===== src/rtl/id_exe_reg.sv =====
// ID/EXE pipeline register: two-entry (head + skid) buffer with condition-fail nullification.
// Latency: 1 cycle from accept to out_valid when the head is free or draining.
// Backpressure: in_ready is registered and drops only when the skid entry holds an instruction.
module id_exe_reg #(
    parameter int DATA_W = 32,
    parameter int REG_AW = 4,
    parameter int CMD_W  = 4,
    parameter int CNT_W  = 16
) (
    input  logic              clk,
    input  logic              rst,
    input  logic              flush,
    input  logic              in_valid,
    output logic              in_ready,
    input  logic              cond_pass,
    input  logic              wb_en_i,
    input  logic              mem_r_en_i,
    input  logic              mem_w_en_i,
    input  logic              b_i,
    input  logic              s_i,
    input  logic [CMD_W-1:0]  exe_cmd_i,
    input  logic [DATA_W-1:0] pc_i,
    input  logic [DATA_W-1:0] val_rn_i,
    input  logic [DATA_W-1:0] val_rm_i,
    input  logic [REG_AW-1:0] dest_i,
    input  logic [REG_AW-1:0] src1_i,
    input  logic [REG_AW-1:0] src2_i,
    input  logic              imm_i,
    input  logic [11:0]       shift_op_i,
    input  logic [23:0]       imm24_i,
    input  logic [3:0]        status_i,
    output logic              out_valid,
    input  logic              out_ready,
    output logic              wb_en_o,
    output logic              mem_r_en_o,
    output logic              mem_w_en_o,
    output logic              b_o,
    output logic              s_o,
    output logic [CMD_W-1:0]  exe_cmd_o,
    output logic [DATA_W-1:0] pc_o,
    output logic [DATA_W-1:0] val_rn_o,
    output logic [DATA_W-1:0] val_rm_o,
    output logic [REG_AW-1:0] dest_o,
    output logic [REG_AW-1:0] src1_o,
    output logic [REG_AW-1:0] src2_o,
    output logic              imm_o,
    output logic [11:0]       shift_op_o,
    output logic [23:0]       imm24_o,
    output logic [3:0]        status_o,
    output logic [CNT_W-1:0]  null_cnt,
    output logic [1:0]        occupancy
);

    // One buffered instruction: control bits first, then the operand/data fields.
    typedef struct packed {
        logic              wb_en;
        logic              mem_r_en;
        logic              mem_w_en;
        logic              b;
        logic              s;
        logic [CMD_W-1:0]  exe_cmd;
        logic [DATA_W-1:0] pc;
        logic [DATA_W-1:0] val_rn;
        logic [DATA_W-1:0] val_rm;
        logic [REG_AW-1:0] dest;
        logic [REG_AW-1:0] src1;
        logic [REG_AW-1:0] src2;
        logic              imm;
        logic [11:0]       shift_op;
        logic [23:0]       imm24;
        logic [3:0]        status;
    } entry_t;

    // Clear only the side-effecting control bits; data fields pass through untouched.
    function automatic entry_t kill_ctrl(input entry_t e);
        entry_t r;
        r          = e;
        r.wb_en    = 1'b0;
        r.mem_r_en = 1'b0;
        r.mem_w_en = 1'b0;
        r.b        = 1'b0;
        r.s        = 1'b0;
        r.exe_cmd  = '0;
        return r;
    endfunction

    entry_t           head_q;
    entry_t           skid_q;
    entry_t           in_entry;
    logic             head_vld;
    logic             skid_vld;
    logic             in_ready_q;
    logic [CNT_W-1:0] null_cnt_q;
    logic             accept;
    logic             xfer;
    logic             null_inc;

    assign accept   = in_valid && in_ready_q;
    assign xfer     = head_vld && out_ready;
    assign null_inc = accept && !cond_pass;

    // Assemble the incoming entry, turning a failed-condition instruction into a bubble.
    always_comb begin
        in_entry          = '0;
        in_entry.wb_en    = wb_en_i;
        in_entry.mem_r_en = mem_r_en_i;
        in_entry.mem_w_en = mem_w_en_i;
        in_entry.b        = b_i;
        in_entry.s        = s_i;
        in_entry.exe_cmd  = exe_cmd_i;
        in_entry.pc       = pc_i;
        in_entry.val_rn   = val_rn_i;
        in_entry.val_rm   = val_rm_i;
        in_entry.dest     = dest_i;
        in_entry.src1     = src1_i;
        in_entry.src2     = src2_i;
        in_entry.imm      = imm_i;
        in_entry.shift_op = shift_op_i;
        in_entry.imm24    = imm24_i;
        in_entry.status   = status_i;
        if (!cond_pass) begin
            in_entry = kill_ctrl(in_entry);
        end
    end

    // Head/skid storage: flush beats handshakes, skid drains into head before new data lands.
    always_ff @(posedge clk) begin
        if (!rst) begin
            head_q     <= '0;
            skid_q     <= '0;
            head_vld   <= 1'b0;
            skid_vld   <= 1'b0;
            in_ready_q <= 1'b1;
        end else if (flush) begin
            head_q     <= kill_ctrl(head_q);
            head_vld   <= 1'b0;
            skid_vld   <= 1'b0;
            in_ready_q <= 1'b1;
        end else if (xfer) begin
            if (skid_vld) begin
                // in_ready was low, so no accept can coincide with this move.
                head_q     <= skid_q;
                skid_vld   <= 1'b0;
                in_ready_q <= 1'b1;
            end else if (accept) begin
                head_q <= in_entry;
            end else begin
                head_q   <= kill_ctrl(head_q);
                head_vld <= 1'b0;
            end
        end else if (accept) begin
            if (head_vld) begin
                skid_q     <= in_entry;
                skid_vld   <= 1'b1;
                in_ready_q <= 1'b0;
            end else begin
                head_q   <= in_entry;
                head_vld <= 1'b1;
            end
        end
    end

    // Saturating count of nullified accepts; a flush does not cancel the count.
    always_ff @(posedge clk) begin
        if (!rst) begin
            null_cnt_q <= '0;
        end else if (null_inc && (null_cnt_q != {CNT_W{1'b1}})) begin
            null_cnt_q <= null_cnt_q + 1'b1;
        end
    end

    assign in_ready   = in_ready_q;
    assign out_valid  = head_vld;
    assign occupancy  = {1'b0, head_vld} + {1'b0, skid_vld};
    assign null_cnt   = null_cnt_q;

    assign wb_en_o    = head_q.wb_en;
    assign mem_r_en_o = head_q.mem_r_en;
    assign mem_w_en_o = head_q.mem_w_en;
    assign b_o        = head_q.b;
    assign s_o        = head_q.s;
    assign exe_cmd_o  = head_q.exe_cmd;
    assign pc_o       = head_q.pc;
    assign val_rn_o   = head_q.val_rn;
    assign val_rm_o   = head_q.val_rm;
    assign dest_o     = head_q.dest;
    assign src1_o     = head_q.src1;
    assign src2_o     = head_q.src2;
    assign imm_o      = head_q.imm;
    assign shift_op_o = head_q.shift_op;
    assign imm24_o    = head_q.imm24;
    assign status_o   = head_q.status;

endmodule


===== config.mk =====
export PLATFORM = sky130hd
export DESIGN_NAME = id_exe_reg
export DESIGN_NICKNAME = d
export VERILOG_FILES = /design/src/rtl/id_exe_reg.sv
export SDC_FILE = /design/constraint.sdc
export NUM_CORES = 1
export LEC_CHECK = 0
export CAP_MARGIN = 0
export CORE_ASPECT_RATIO = 0.5
export CORE_MARGIN = 5
export CORE_UTILIZATION = 45
export CTS_CLUSTER_DIAMETER = 150
export DETAILED_ROUTE_END_ITERATION = 6
export PLACE_DENSITY = 0.8
export SYNTH_ARGS = -nofsm -noshare
export SYNTH_HDL_FRONTEND = slang
export SYNTH_SLANG_ARGS = --single-unit

===== constraint.sdc =====
create_clock -name clk -period 1.5 [get_ports clk]
set_input_delay 0.15 -clock clk [delete_from_list [all_inputs] [get_ports clk]]
set_output_delay 0.15 -clock clk [all_outputs]
set_load 0.005 [all_outputs]

==> summary.txt <==
Route
  • Drt first pass iters: 7
  • Antenna viol nets, final: 0
  • Initial DRC Count: a little under 2000
  • DR DRC count: 15
  • Drt total wl: about 61000 um
  • WL/cell: ~23 um
  • DR vias/cell: roughly 6.1
  • Total number of vias: approximately 16000

Clock tree
  • CTS H-tree depth: 1
  • Clk pin slew, worst setup/hold paths: ~0.070 ns
  • CTS Buf Count: 29
  • Clock Latency Late Sink: around 0.57 ns
  • Root buf cell: clkbuf_16
  • Clock sink total: 335
  • Clk buf depth: 3
  • Hold buffer count at cts: 0
  • CTS tree: built

Power and ir drop
  • Pwr Density: approximately 920 mW/mm2
  • Leakage power: approximately 9 nW
  • Pwr Total: between 0.02 and 0.025 W
  • Max VDD drop: roughly 0.8 mV

Final layout
  • Net count, final: 2333
  • Synthesis-to-finish area growth: 66.9%
  • Core Util, Final: between 70 and 80%
  • Fillers: approximately 1700
  • Layout cell share with drive strength beyond 1: 29.9%

STA
  • Fin. Hold Viols: 0
  • Fmax: between 0.5 and 0.6 GHz
  • Period utilization: 127%
  • Slew HR: 68.2%
  • Fin. max-slew vios: 0
  • Fin Clk Skew: roughly 0.013 ns
  • Period minus WS final: ~1.9 ns
  • TNS Setup: -77.32 ns
  • RSZ-0062 raised after global routing: yes
  • Worst-margin pin slew: about 0.48 ns
  • PnR worst setup slack: -0.399 ns
  • Final number of setup-violating endpoints: roughly 400

Logic synthesis
  • Mapped Nets: between 1500 and 2000
  • Syn. warnings: 0
  • Synth area leaders: dfxtp_1 (49%), nand2_1 (17%), a311oi_2 (8.7%)
  • Cells after synthesis: approximately 1700
  • Post-synth EDFFs: 0
  • Synthesized area: 0.0138 mm2
  • Synth top area share: slightly below 50%
  • Library cells used by synthesis: 44
  • Yosys top cell by area: dfxtp_1
  • Main flop type after synthesis: dfxtp_1
  • Seq cells post-synth: around 340
  • Synth async-reset ratio: 0%
  • Syn_area_per_cell: about 8.1 um2
  • Post-synthesis sequential area ratio: between 40% and 50%

GRT
  • Vias in the first global route: ~14000
  • Layer with the highest usage: met2
  • First-pass GRT wire length: roughly 76000 um
  • M2 GR Usage: between 40 and 50%
  • Pin count of the biggest net entering global routing: 52
  • GR Util met3: approximately 4.0%
  • Met1 Use GR: between 30% and 40%
  • All-Layer GR Usage: 27.1%
  • Initial antenna violation count: 7
  • Grt total ovfl: 0

Run status
  • Status: complete, but fails checks
  • Violated checks: design-rule violations, negative setup slack

Die
  • Die X: 258 um
  • Effective utilization at floorplan: between 40 and 50%
  • I/O Pins: 342
  • Core ar.: 0.0303 mm2
  • # rows: 45
  • Die area: between 0.03 and 0.04 mm2
  • Die Y: around 130 um

Placed design
  • Buffers added on ports: around 340
  • Routability congestion estimate: between 0.8 and 0.9
  • HPWL after DPL: a little under 30000 um

Setup path
  • Max FO, Critical Path: 6
  • Crit path required time: around 2 ns
  • WS Path Type: reg -> reg
  • CP Capture Type: flip-flop
  • Critical path launch point type: flip-flop
  • Reg2reg setup slack: -0.40 ns
  • Crit path arrival time: 2.35 ns

Run
  • Max Cap Violations: 0

Worst hold path
  • Worst hold path type: in -> reg
[sequential cells by signal, indices dropped and copies added (netlist names), 4 cells and up]
register / cells
imm24_o: 24
src2_o: 4
val_rn_o: 32
status_o: 4
dest_o: 4
val_rm_o: 32
null_cnt: 16
pc_o: 32
skid_q: 158
src1_o: 4
shift_op_o: 12
exe_cmd_o: 4
[cell type report]
class | instances | area, um2 | area share, %
multi-input cells | 1210 | 7580 | 32.9
well taps | 399 | 499 | 2.17
clock buffers | 38 | 820 | 3.56
repair buffers | 587 | 7120 | 30.9
diodes | 7 | 17.5 | 0.0760
clock inverters | 15 | 228 | 0.988
inverters | 4 | 22.5 | 0.0977
flip-flops and latches | 335 | 6770 | 29.4
[worst max-delay path, stage by stage, from the launching register on]
cell and delay (ns):
dfxtp_2 0.38, buf_6 0.12, nand2_4 0.06, a211oi_4 0.29
buf_6 0.20, clkbuf_16 0.18, clkbuf_16 0.15, nor2_1 0.04
a311oi_1 0.34
[worst paths after layout]
kind | from | cells past startpoint | end
max | skid_vld | 8 | imm_o
min | val_rn_i[14] | 3 | skid_q[99]
max reg2reg | skid_vld | 8 | imm_o
min reg2reg | skid_q[142] | 2 | skid_q[142]
[logic make-up (layout without fill, tap and decap cells)]
family,count (synthesis),after routing,share of synthesized area (%)
XOR/XNOR,1,1,0.0634
multiplexers,2,2,0.145
AO/OA/AOI/OAI,362,362,21.3
adder cells (fa/ha/maj),2,2,0.181
buffers and inverters,152,644,5.36
flip-flops,335,335,48.6
AND/OR/NAND/NOR,843,843,24.4
other,0,7,0
[cells in the final DEF, fill, tap and decap left out, types with 33 or more instances in the layout]
| cell type | n |
|---|---|
| nand2_1 | 570 |
| dfxtp_1 | 291 |
| clkdlybuf4s50_1 | 238 |
| a21oi_1 | 128 |
| a311oi_2 | 124 |
| dlygate4sd2_1 | 98 |
| nor2_1 | 97 |
| buf_4 | 84 |
| buf_12 | 65 |
| clkbuf_16 | 58 |
| a21oi_2 | 47 |
| dfxtp_2 | 42 |
| buf_6 | 37 |
| nor2_4 | 33 |
[repair_timing]
action | CTS | global route
endpoints found under the setup margin | 494 | 408
buffers inserted | 38 | 32
gates cloned | 31 | 31
hold endpoints to repair | 0 | 0
pin swaps | 41 | 127
resized for setup | 237 | 313
[per-layer routing]
metal / wire length [um] / vias to the layer above
met3: 4630 / 403
li1: - / 6769
met5: 0 / -
met1: 22000 / 7518
met4: 5220 / 0
met2: 29000 / 1015
[Yosys cell counts, types with 4 or more instances]
| master | count |
|---|---|
| nand2_1 | 624 |
| dfxtp_1 | 335 |
| a21oi_1 | 175 |
| nor2_1 | 158 |
| a311oi_2 | 80 |
| clkbuf_1 | 75 |
| a311oi_1 | 71 |
| buf_2 | 52 |
| nand3_1 | 18 |
| nand4_1 | 13 |
| o21ai_0 | 13 |
| buf_4 | 10 |
| buf_6 | 9 |
| a22oi_1 | 7 |
| o31ai_1 | 6 |
| or4_1 | 5 |
| inv_1 | 4 |
[per-stage QoR]
stage,std cells,worst slack (ns),area [um2],hold WS (ns)
2_1_floorplan,1697,-0.0144,13900,0.286
3_3_place_gp,2416,-0.541,18500,0.442
3_5_place_dp,2416,-0.533,18500,0.447
4_1_cts,2538,-0.212,21000,0.142
5_1_grt,2595,-0.469,23000,0.165
6_report,2595,-0.399,23000,0.159
[report_power, final]
part	switching (W)	internal, W	leakage (nW)	total (W)
clock network	0.00359	0.00488	0.520	0.00846
logic	0.00155	0.00181	5.73	0.00336
registers	0.000257	0.00923	2.75	0.00948
total	0.00539	0.0159	9.00	0.0213
Note: power is estimated with default switching activity, not from simulation.
